## src/rtl/cascade_iir_low_pass_filter.sv

```systemverilog
// Cascade of first-order IIR (exponential moving average) low-pass stages.
// Each stage computes y += (x - y) >>> shift with extended internal precision.
// The output is rounded half-up, saturated and registered. A settle counter
// reports when the cascade has had time to converge for the current coefficient.
module cascade_iir_low_pass_filter #(
  parameter int num_stages   = 8,
  parameter int data_width   = 16,
  parameter int guard_bits   = 8,
  parameter int shift_width  = 4,
  parameter int settle_width = 24
) (
  input  logic                         clk,
  input  logic                         rst,
  input  logic [num_stages-1:0]        stage_enable,
  input  logic [shift_width-1:0]       shift,
  input  logic                         clear,
  input  logic signed [data_width-1:0] sample_in,
  input  logic                         sample_in_valid,
  output logic signed [data_width-1:0] sample_out,
  output logic                         sample_out_valid,
  output logic                         settled
);

  localparam int W    = data_width + guard_bits;
  localparam int LAST = num_stages - 1;

  // Half an output LSB at internal scale, used for round-half-up.
  localparam logic signed [W:0] ROUND_HALF = $signed((W + 1)'(1) << (guard_bits - 1));
  // Largest positive output value expressed in W+1 bits.
  localparam logic signed [W:0] OUT_MAX =
    $signed({{(guard_bits + 2){1'b0}}, {(data_width - 1){1'b1}}});

  logic signed [W-1:0]       x0;
  logic signed [W-1:0]       acc      [num_stages];
  logic signed [W-1:0]       stage_in [num_stages];
  logic signed [W-1:0]       acc_next [num_stages];
  logic [num_stages-1:0]     v;
  logic [num_stages-1:0]     stage_vin;

  logic signed [W:0]         rnd_full;
  logic signed [W:0]         rnd_sh;
  logic signed [data_width-1:0] out_sat;

  logic [num_stages-1:0]     prev_enable;
  logic [shift_width-1:0]    prev_shift;
  logic                      cfg_changed;
  logic [settle_width-1:0]   settle_cnt;
  logic [settle_width-1:0]   cnt_next;
  logic [settle_width-1:0]   settle_thresh;

  // Sign-extend to W bits and scale up by the guard bits.
  assign x0 = {sample_in, {guard_bits{1'b0}}};

  // Chain each stage's input sample and valid from the previous stage.
  always_comb begin
    stage_in  = '{default: '0};
    stage_vin = '0;
    stage_in[0]  = x0;
    stage_vin[0] = sample_in_valid;
    for (int unsigned i = 1; i < num_stages; i++) begin
      stage_in[i]  = acc[i-1];
      stage_vin[i] = v[i-1];
    end
  end

  // Next accumulator value per stage: EMA update when enabled, load input when disabled.
  always_comb begin : stage_math
    logic signed [W:0] diff;
    logic signed [W:0] step;
    logic signed [W:0] sum;
    diff     = '0;
    step     = '0;
    sum      = '0;
    acc_next = '{default: '0};
    for (int unsigned i = 0; i < num_stages; i++) begin
      diff = $signed({stage_in[i][W-1], stage_in[i]}) - $signed({acc[i][W-1], acc[i]});
      step = diff >>> shift;
      // The result always lies between acc and the input, so dropping the top bit is exact.
      sum  = $signed({acc[i][W-1], acc[i]}) + step;
      acc_next[i] = stage_enable[i] ? W'(sum) : stage_in[i];
    end
  end

  // Round half up and saturate the value the last stage is about to take.
  // Working from acc_next keeps the total latency at num_stages cycles.
  always_comb begin
    rnd_full = $signed({acc_next[LAST][W-1], acc_next[LAST]}) + ROUND_HALF;
    rnd_sh   = rnd_full >>> guard_bits;
    out_sat  = (rnd_sh > OUT_MAX) ? data_width'(OUT_MAX) : data_width'(rnd_sh);
  end

  // Stage accumulators and valid pipeline.
  always_ff @(posedge clk or negedge rst) begin
    if (!rst) begin
      for (int unsigned i = 0; i < num_stages; i++) acc[i] <= '0;
      v <= '0;
    end else if (clear) begin
      for (int unsigned i = 0; i < num_stages; i++) acc[i] <= '0;
      v <= '0;
    end else begin
      v <= stage_vin;
      for (int unsigned i = 0; i < num_stages; i++) begin
        if (stage_vin[i]) acc[i] <= acc_next[i];
      end
    end
  end

  assign sample_out_valid = v[LAST];

  // Registered output sample, held between valid pulses and across clear.
  always_ff @(posedge clk or negedge rst) begin
    if (!rst) begin
      sample_out <= '0;
    end else if (stage_vin[LAST] && !clear) begin
      sample_out <= out_sat;
    end
  end

  // Settle counter next state and convergence threshold.
  always_comb begin
    cfg_changed   = (stage_enable != prev_enable) || (shift != prev_shift);
    settle_thresh = settle_width'(num_stages + 1) << shift;
    cnt_next      = settle_cnt;
    if (clear || cfg_changed) begin
      cnt_next = '0;
    end else if (sample_out_valid && (settle_cnt != '1)) begin
      cnt_next = settle_cnt + 1'b1;
    end
  end

  // Configuration history, settle counter and settled flag.
  always_ff @(posedge clk or negedge rst) begin
    if (!rst) begin
      prev_enable <= '0;
      prev_shift  <= '0;
      settle_cnt  <= '0;
      settled     <= 1'b0;
    end else begin
      prev_enable <= stage_enable;
      prev_shift  <= shift;
      settle_cnt  <= cnt_next;
      settled     <= (cnt_next >= settle_thresh);
    end
  end

endmodule

```

## config.mk

```make
export PLATFORM = sky130hd
export DESIGN_NAME = cascade_iir_low_pass_filter
export DESIGN_NICKNAME = d
export VERILOG_FILES = /design/src/rtl/cascade_iir_low_pass_filter.sv
export SDC_FILE = /design/constraint.sdc
export NUM_CORES = 2
export LEC_CHECK = 0
export BUFFER_PORTS_ARGS = -buffer_cell sky130_fd_sc_hd__buf_4
export CAP_MARGIN = 15
export CELL_PAD_IN_SITES_DETAIL_PLACEMENT = 1
export CELL_PAD_IN_SITES_GLOBAL_PLACEMENT = 1
export CORE_ASPECT_RATIO = 0.75
export CORE_MARGIN = 2
export CORE_UTILIZATION = 39
export CTS_CLUSTER_SIZE = 16
export DETAILED_ROUTE_END_ITERATION = 6
export GPL_TIMING_DRIVEN = 0
export PLACE_DENSITY_LB_ADDON = 0.1
export SLEW_MARGIN = 25
export SYNTH_ARGS = -nofsm -noshare
export SYNTH_HDL_FRONTEND = slang
export SYNTH_SLANG_ARGS = --single-unit
```

## constraint.sdc

```tcl
create_clock -name clk -period 5.9 [get_ports clk]
set_input_delay 0 -clock clk [delete_from_list [all_inputs] [get_ports clk]]
set_output_delay 0 -clock clk [all_outputs]
set_load 0.05 [all_outputs]
```

Yosys cells after proc, flatten, opt, wreduce, memory -nomap -nowiden
Cells that the tools add are included.
{"block": "word_totals", "elab_cells": 80, "regBits": 253, "in_bits": 32, "out_inout_bits": 18}
{"block": "op_classes", "eq_ne": 3, "n_shift": 9, "reduce_logical": 13, "n_lt_le_gt_ge": 2, "n_mux": 21, "addsub": 18}
{"operator": "$mux 24", "n": 18}
{"operator": "$sshr 25x4->24", "n": 8}
{"operator": "$sub 24x24->25", "n": 8}
{"operator": "$add 24x24->24", "n": 8}
{"operator": "$mux 192", "n": 1}
{"operator": "$add 24x9->25 const B", "n": 1}
{"operator": "$add 24x1->24 const B", "n": 1}
{"operator": "$ge 24x24->1", "n": 1}
{"operator": "$ne 24x24->1 const B", "n": 1}
{"operator": "$shl 4x4->24 const A", "n": 1}
{"operator": "$gt 17x16->1 const B", "n": 1}
{"operator": "$mux 16", "n": 1}
{"operator": "$reduce_bool 2->1", "n": 8}
{"operator": "$mux 8", "n": 1}
{"operator": "$ne 8x8->1", "n": 1}
{"operator": "$ne 4x4->1", "n": 1}
{"operator": "$logic_and 1x1->1", "n": 2}
{"operator": "$logic_or 1x1->1", "n": 2}
{"operator": "$logic_not 1->1", "n": 1}

Logic depth before layout (Yosys ltp)
{"block": "logic_depth", "ltp_word": 7, "mapped_depth": 29, "depth_no_buf": 29}

Worst setup path before layout
No wires, ideal clock.
{"block": "synth_path", "kind": "register to register", "from": "register acc[144] in the netlist's numbering", "to": "register acc[143] in the netlist's numbering", "setup_time_ns": 0.136, "path_buffers": 0, "synth_period_minus_slack_ns": 6.386, "slack_ns": -0.486, "path_stages_with_launch": 27, "arrival_time_ns": 6.250, "t_required_ns": 5.764, "cell_sequence": "dfrtp_1 > inv_1 > ha_1 > inv_1 > fa_1 > a211oi_1 > o21ai_1 > a2111oi_2 > nor3b_1 > or3_1 > a21oi_1 > xnor2_1 > mux4_2 > mux2_2 > a21o_1 > ha_1 > a21o_1 > a21o_1 > a2111oi_0 > nor3_1 > nor4_1 > nor4_1 > nor3_1 > o31ai_1 > or3_1 > a31oi_1 > nor3_1"}
{"block": "synth_via", "elab_chain_cells": 6}
{"element": "start: declaration", "line_no": "34", "text": "logic signed [W-1:0] acc [num_stages];"}
{"element": "start signal: indexed assignment", "line_no": "103", "text": "if (stage_vin[i]) acc[i] <= acc_next[i];"}
{"element": "$sub 24x24->25", "line_no": "76", "text": "diff = $signed({stage_in[i][W-1], stage_in[i]}) - $signed({acc[i][W-1], acc[i]});"}
{"element": "$sshr 25x4->24", "line_no": "77", "text": "step = diff >>> shift;"}
{"element": "$add 24x24->24", "line_no": "79", "text": "sum = $signed({acc[i][W-1], acc[i]}) + step;"}
{"element": "$mux 24", "line_no": "80", "text": "acc_next[i] = stage_enable[i] ? W'(sum) : stage_in[i];"}
{"element": "$mux 24", "line_no": "103"}
{"element": "$mux 192", "line_no": "97", "text": "end else if (clear) begin"}
No other way between the ends. The select of a mux whose other input is x is not followed.
A chain may end at the register's enable or synchronous reset.

Worst setup path in the final report
{"block": "layout_path", "from": "input shift[2]", "to": "register sample_out[9]"}
{"block": "layout_via", "elab_chain_cells": 6}
{"element": "start: declaration", "line_no": "15", "text": "input logic [shift_width-1:0] shift,"}
{"element": "$sshr 25x4->24 *", "line_no": "77"}
{"element": "$add 24x24->24 *", "line_no": "79"}
{"element": "$mux 24 *", "line_no": "80"}
{"element": "$add 24x9->25 *", "line_no": "87", "text": "rnd_full = $signed({acc_next[LAST][W-1], acc_next[LAST]}) + ROUND_HALF;"}
{"element": "$gt 17x16->1", "line_no": "89", "text": "out_sat = (rnd_sh > OUT_MAX) ? data_width'(OUT_MAX) : data_width'(rnd_sh);"}
{"element": "$mux 16 *", "line_no": "89"}
{"element": "end signal: assignment", "line_no": "115", "text": "sample_out <= out_sat;"}
{"element": "end: declaration", "line_no": "19", "text": "output logic signed [data_width-1:0] sample_out,"}
Every way passes the cells marked *; elsewhere a longest branch is shown, timed or not.

==> impl_metrics.tcl <==
set metrics [dict create \
    hold_slack_ns 0.0553 \
    fin_util_pct 51.6 \
    synth_edf_count 0 \
    synth_top_family_by_area "compound AO/OA/AOI/OAI gates" \
    p_switching_mw 7.41 \
    track_usage_pct 43.6 \
    htreeDepth 2 \
    hold_viol 0 \
    dp_hpwl_um 177000 \
    wl_um 238000 \
    grt_max_degree 80 \
    cp-end-kind "flop" \
    multi_input_area_um2 35500 \
    r2r_cells 25 \
    start_kind "primary input" \
    setup_viol 78 \
    yosysWarningCount 0 \
    row_count 100 \
    yosysUniqueCellTypes 100 \
    worstHoldPathCells 2 \
    cts_tree "built" \
    p_int_mw 7.44 \
    fin_cells 7012 \
    via_count 46900 \
    min_period_ns 6.92 \
    setup_ws_ns -1.02 \
    overflow 0 \
    rsz0062_at_grt "yes" \
    synth_top_area_share_pct 16.1 \
    cts_buffers 35 \
    syn_nets 5559 \
    antenna_found_initial 12 \
    cellPowerDensity_nw_per_um2 289 \
    slew_viol_final 0 \
    grt_pass1_wl_um 327000 \
    ys_top_cells_by_area "dfrtp_1 (16%), ha_1 (13%), mux2i_1 (7.8%), a21oi_1 (5.9%), nor2_1 (5.1%)" \
    via_per_inst 6.70 \
    violations "DRC, setup timing" \
    core_area_um2 99600 \
    power_frac_clock_pct 15.5 \
    drcViolationCount 3 \
    port_buffers 49 \
    status "finished with violations" \
    pre_cts_ws_ns -1.94 \
    synthArstFlopShare_pct 100 \
    register_area_um2 6430 \
    placed_cells 6501 \
    ir_worst_vdd_uv 231 \
    syn_avg_cell_area_um2 7.69 \
    max_freq_mhz 144 \
    gp_congestion 1.02 \
    nets 6085 \
    cts.sinks 253 \
    dieWidth_um 371 \
    ys.flop_type "dfrtp_1" \
    p_total_mw 14.9 \
    seq_power_share_pct 13.2 \
    initial_core_util_pct 39.5 \
    crit_required_ns 6.44 \
    swShare_pct 49.9 \
    clock_skew_ns 0.0227 \
    grt_pass1_vias 44900 \
    layout_common_cells "nor2_1 (509), buf_4 (411), a21oi_1 (337), nand2_1 (312), ha_1 (312)" \
    fillers 11800 \
    p_leak_nw 21.9 \
    ant_nets 0 \
    drt_pass1_iterations 7 \
    clock-root-buffer "clkbuf_16" \
    cp.arrival_ns 7.46 \
    holdCritPathClass "in -> reg" \
    cts_max_path_buffers 3 \
    fin_crit_sh_pct 117 \
    worst_pin_slew_ns 1.39 \
    synthAdderAreaFrac_pct 13.3 \
    io_pins 50 \
    syn_inst 5117 \
    synth_mux_area_share_pct 13.1 \
    die_h_um 279 \
    crit_path_max_fanout 10 \
    synth-xor-area-share_pct 7.36 \
    yosysTopAreaCell "dfrtp_1" \
    netlist_area_um2 39400 \
    syn_to_final_growth_pct 30.5 \
    drt-initial-drc-count 5508 \
    crit_type "in -> reg" \
    p_comb_share_pct 71.2 \
    dieArea_um2 104000 \
    final_common_cell "nor2_1" \
    synth_seq_cells 253 \
    clk_pin_slew_ns 0.06 \
    ys_seq_area_share_pct 16.1 \
    synth_compound_area_share_pct 26.4 \
    insertion_delay_ns 0.62 \
    max_cap_viol_count 0 \
    slew_headroom_pct 7.67 \
    layout-drive-gt1-share_pct 27.7 \
    synth-simple-area-share_pct 18.2 \
    avgRoutedWirePerCell_um 33.9 \
]
-- Yosys cell counts, types with 13 or more instances --
library cell and n:
and2_1 42, nand3_1 80, ha_1 395, a21oi_1 465
a211o_1 23, nor2b_1 53, xnor2_1 227, a311oi_1 19
fa_1 15, nor3b_1 14, o211ai_1 47, o31ai_1 30
xor2_1 104, mux2i_1 305, nor3_1 183, a31oi_1 56
o21a_1 59, nor2_1 535, o211a_1 15, o31a_1 15
o22ai_1 19, a22oi_1 22, clkbuf_1 208, nand2_1 331
or2_2 19, and3_1 41, buf_1 54, mux4_2 66
nand4_1 34, o21bai_1 40, mux2_2 54, dfrtp_1 253
o21ai_0 299, nor4_1 22, a21o_1 139, a2bb2oi_1 13
inv_1 314, or3_1 51, nand2b_1 61, a211oi_1 179
-- critical path: stages --
cell      delay, ns
buf_4          0.11
clkbuf_1       0.40
clkinv_1       0.27
clkbuf_1       0.83
buf_1          0.97
clkbuf_1       0.99
nand2_1        0.29
a31oi_4        0.36
fa_2           0.29
a211oi_4       0.08
o211a_4        0.27
or4_4          0.55
a21boi_4       0.18
a221o_2        0.24
a21oi_2        0.09
or4b_4         0.50
a31o_4         0.28
nor4b_4        0.30
mux2i_4        0.16
buf_6          0.18
nand3_2        0.06
-- routing by layer --
layer	GRT usage (%)	vias up	wire, um	share of wire (%)
met5	1.08	-	251	0.11
met2	60.6	2888	94400	40
met1	60.0	23400	101000	42
met3	13.8	720	28100	12
met4	21.4	8	14500	6.1
li1	-	19900	-	-
-- worst paths after layout --
kind | from | endpoint | slack, ns
worst max-delay path | shift[2] | sample_out[9] | -1.02
min in group asynchronous | rst | acc[10] | 0.50
worst min register to register | sample_out[15] | sample_out[15] | 0.49
max in group asynchronous | rst | acc[102] | 4.38
worst max register to register | acc[28] | sample_out[9] | -0.97
worst min-delay path | shift[2] | prev_shift[2] | 0.06
-- power groups by stage --
stage / registers (mW) / clock network [mW] / logic, mW
finish: 1.97 / 2.30 / 10.6
detailed placement: 2.01 / 0 / 7.85
global route: 1.97 / 2.38 / 11.0
floorplan: 1.92 / 0 / 5.42
global placement: 2.01 / 0 / 7.76
CTS: 1.96 / 2.30 / 9.07
-- repair_timing --
action	in CTS	in global routing
resized for setup	594	488
hold endpoints to repair	213	0
setup endpoints to repair	151	125
pin swaps	251	393
buffers inserted	220	195
hold buffers	33	0
cloned	1	0
-- state kept, by name, summed over array words and instances, names as in the netlist --
signal       cells
settled          1
v                8
settle_cnt      24
prev_shift       4
sample_out      16
prev_enable      8
acc            192
-- per-stage QoR --
stage | instance area, um2 | setup TNS [ns]
2_1_floorplan | 39600 | -0.434
3_3_place_gp | 41600 | -259.98
3_5_place_dp | 42000 | -136.92
4_1_cts | 47600 | -19.52
5_1_grt | 51300 | -39.82
6_report | 51400 | -30.31
-- cell families after synthesis --
family	after synthesis
AND/OR/NAND/NOR	1519
flip-flops	253
buffers and inverters	583
multiplexers	426
XOR/XNOR	331
AO/OA/AOI/OAI	1595
adder cells (fa/ha/maj)	410
-- layout make-up --
type / instances / area share [%]
Buffer: 259 / 2.18
Sequential cell: 253 / 12.5
Multi-Input combinational cell: 4281 / 69.2
Clock inverter: 9 / 0.178
Clock buffer: 53 / 2.07
Tap cell: 1326 / 3.23
Timing Repair Buffer: 496 / 8.19
Antenna cell: 18 / 0.0877
Inverter: 317 / 2.37
(Power assumes the default switching activity.)
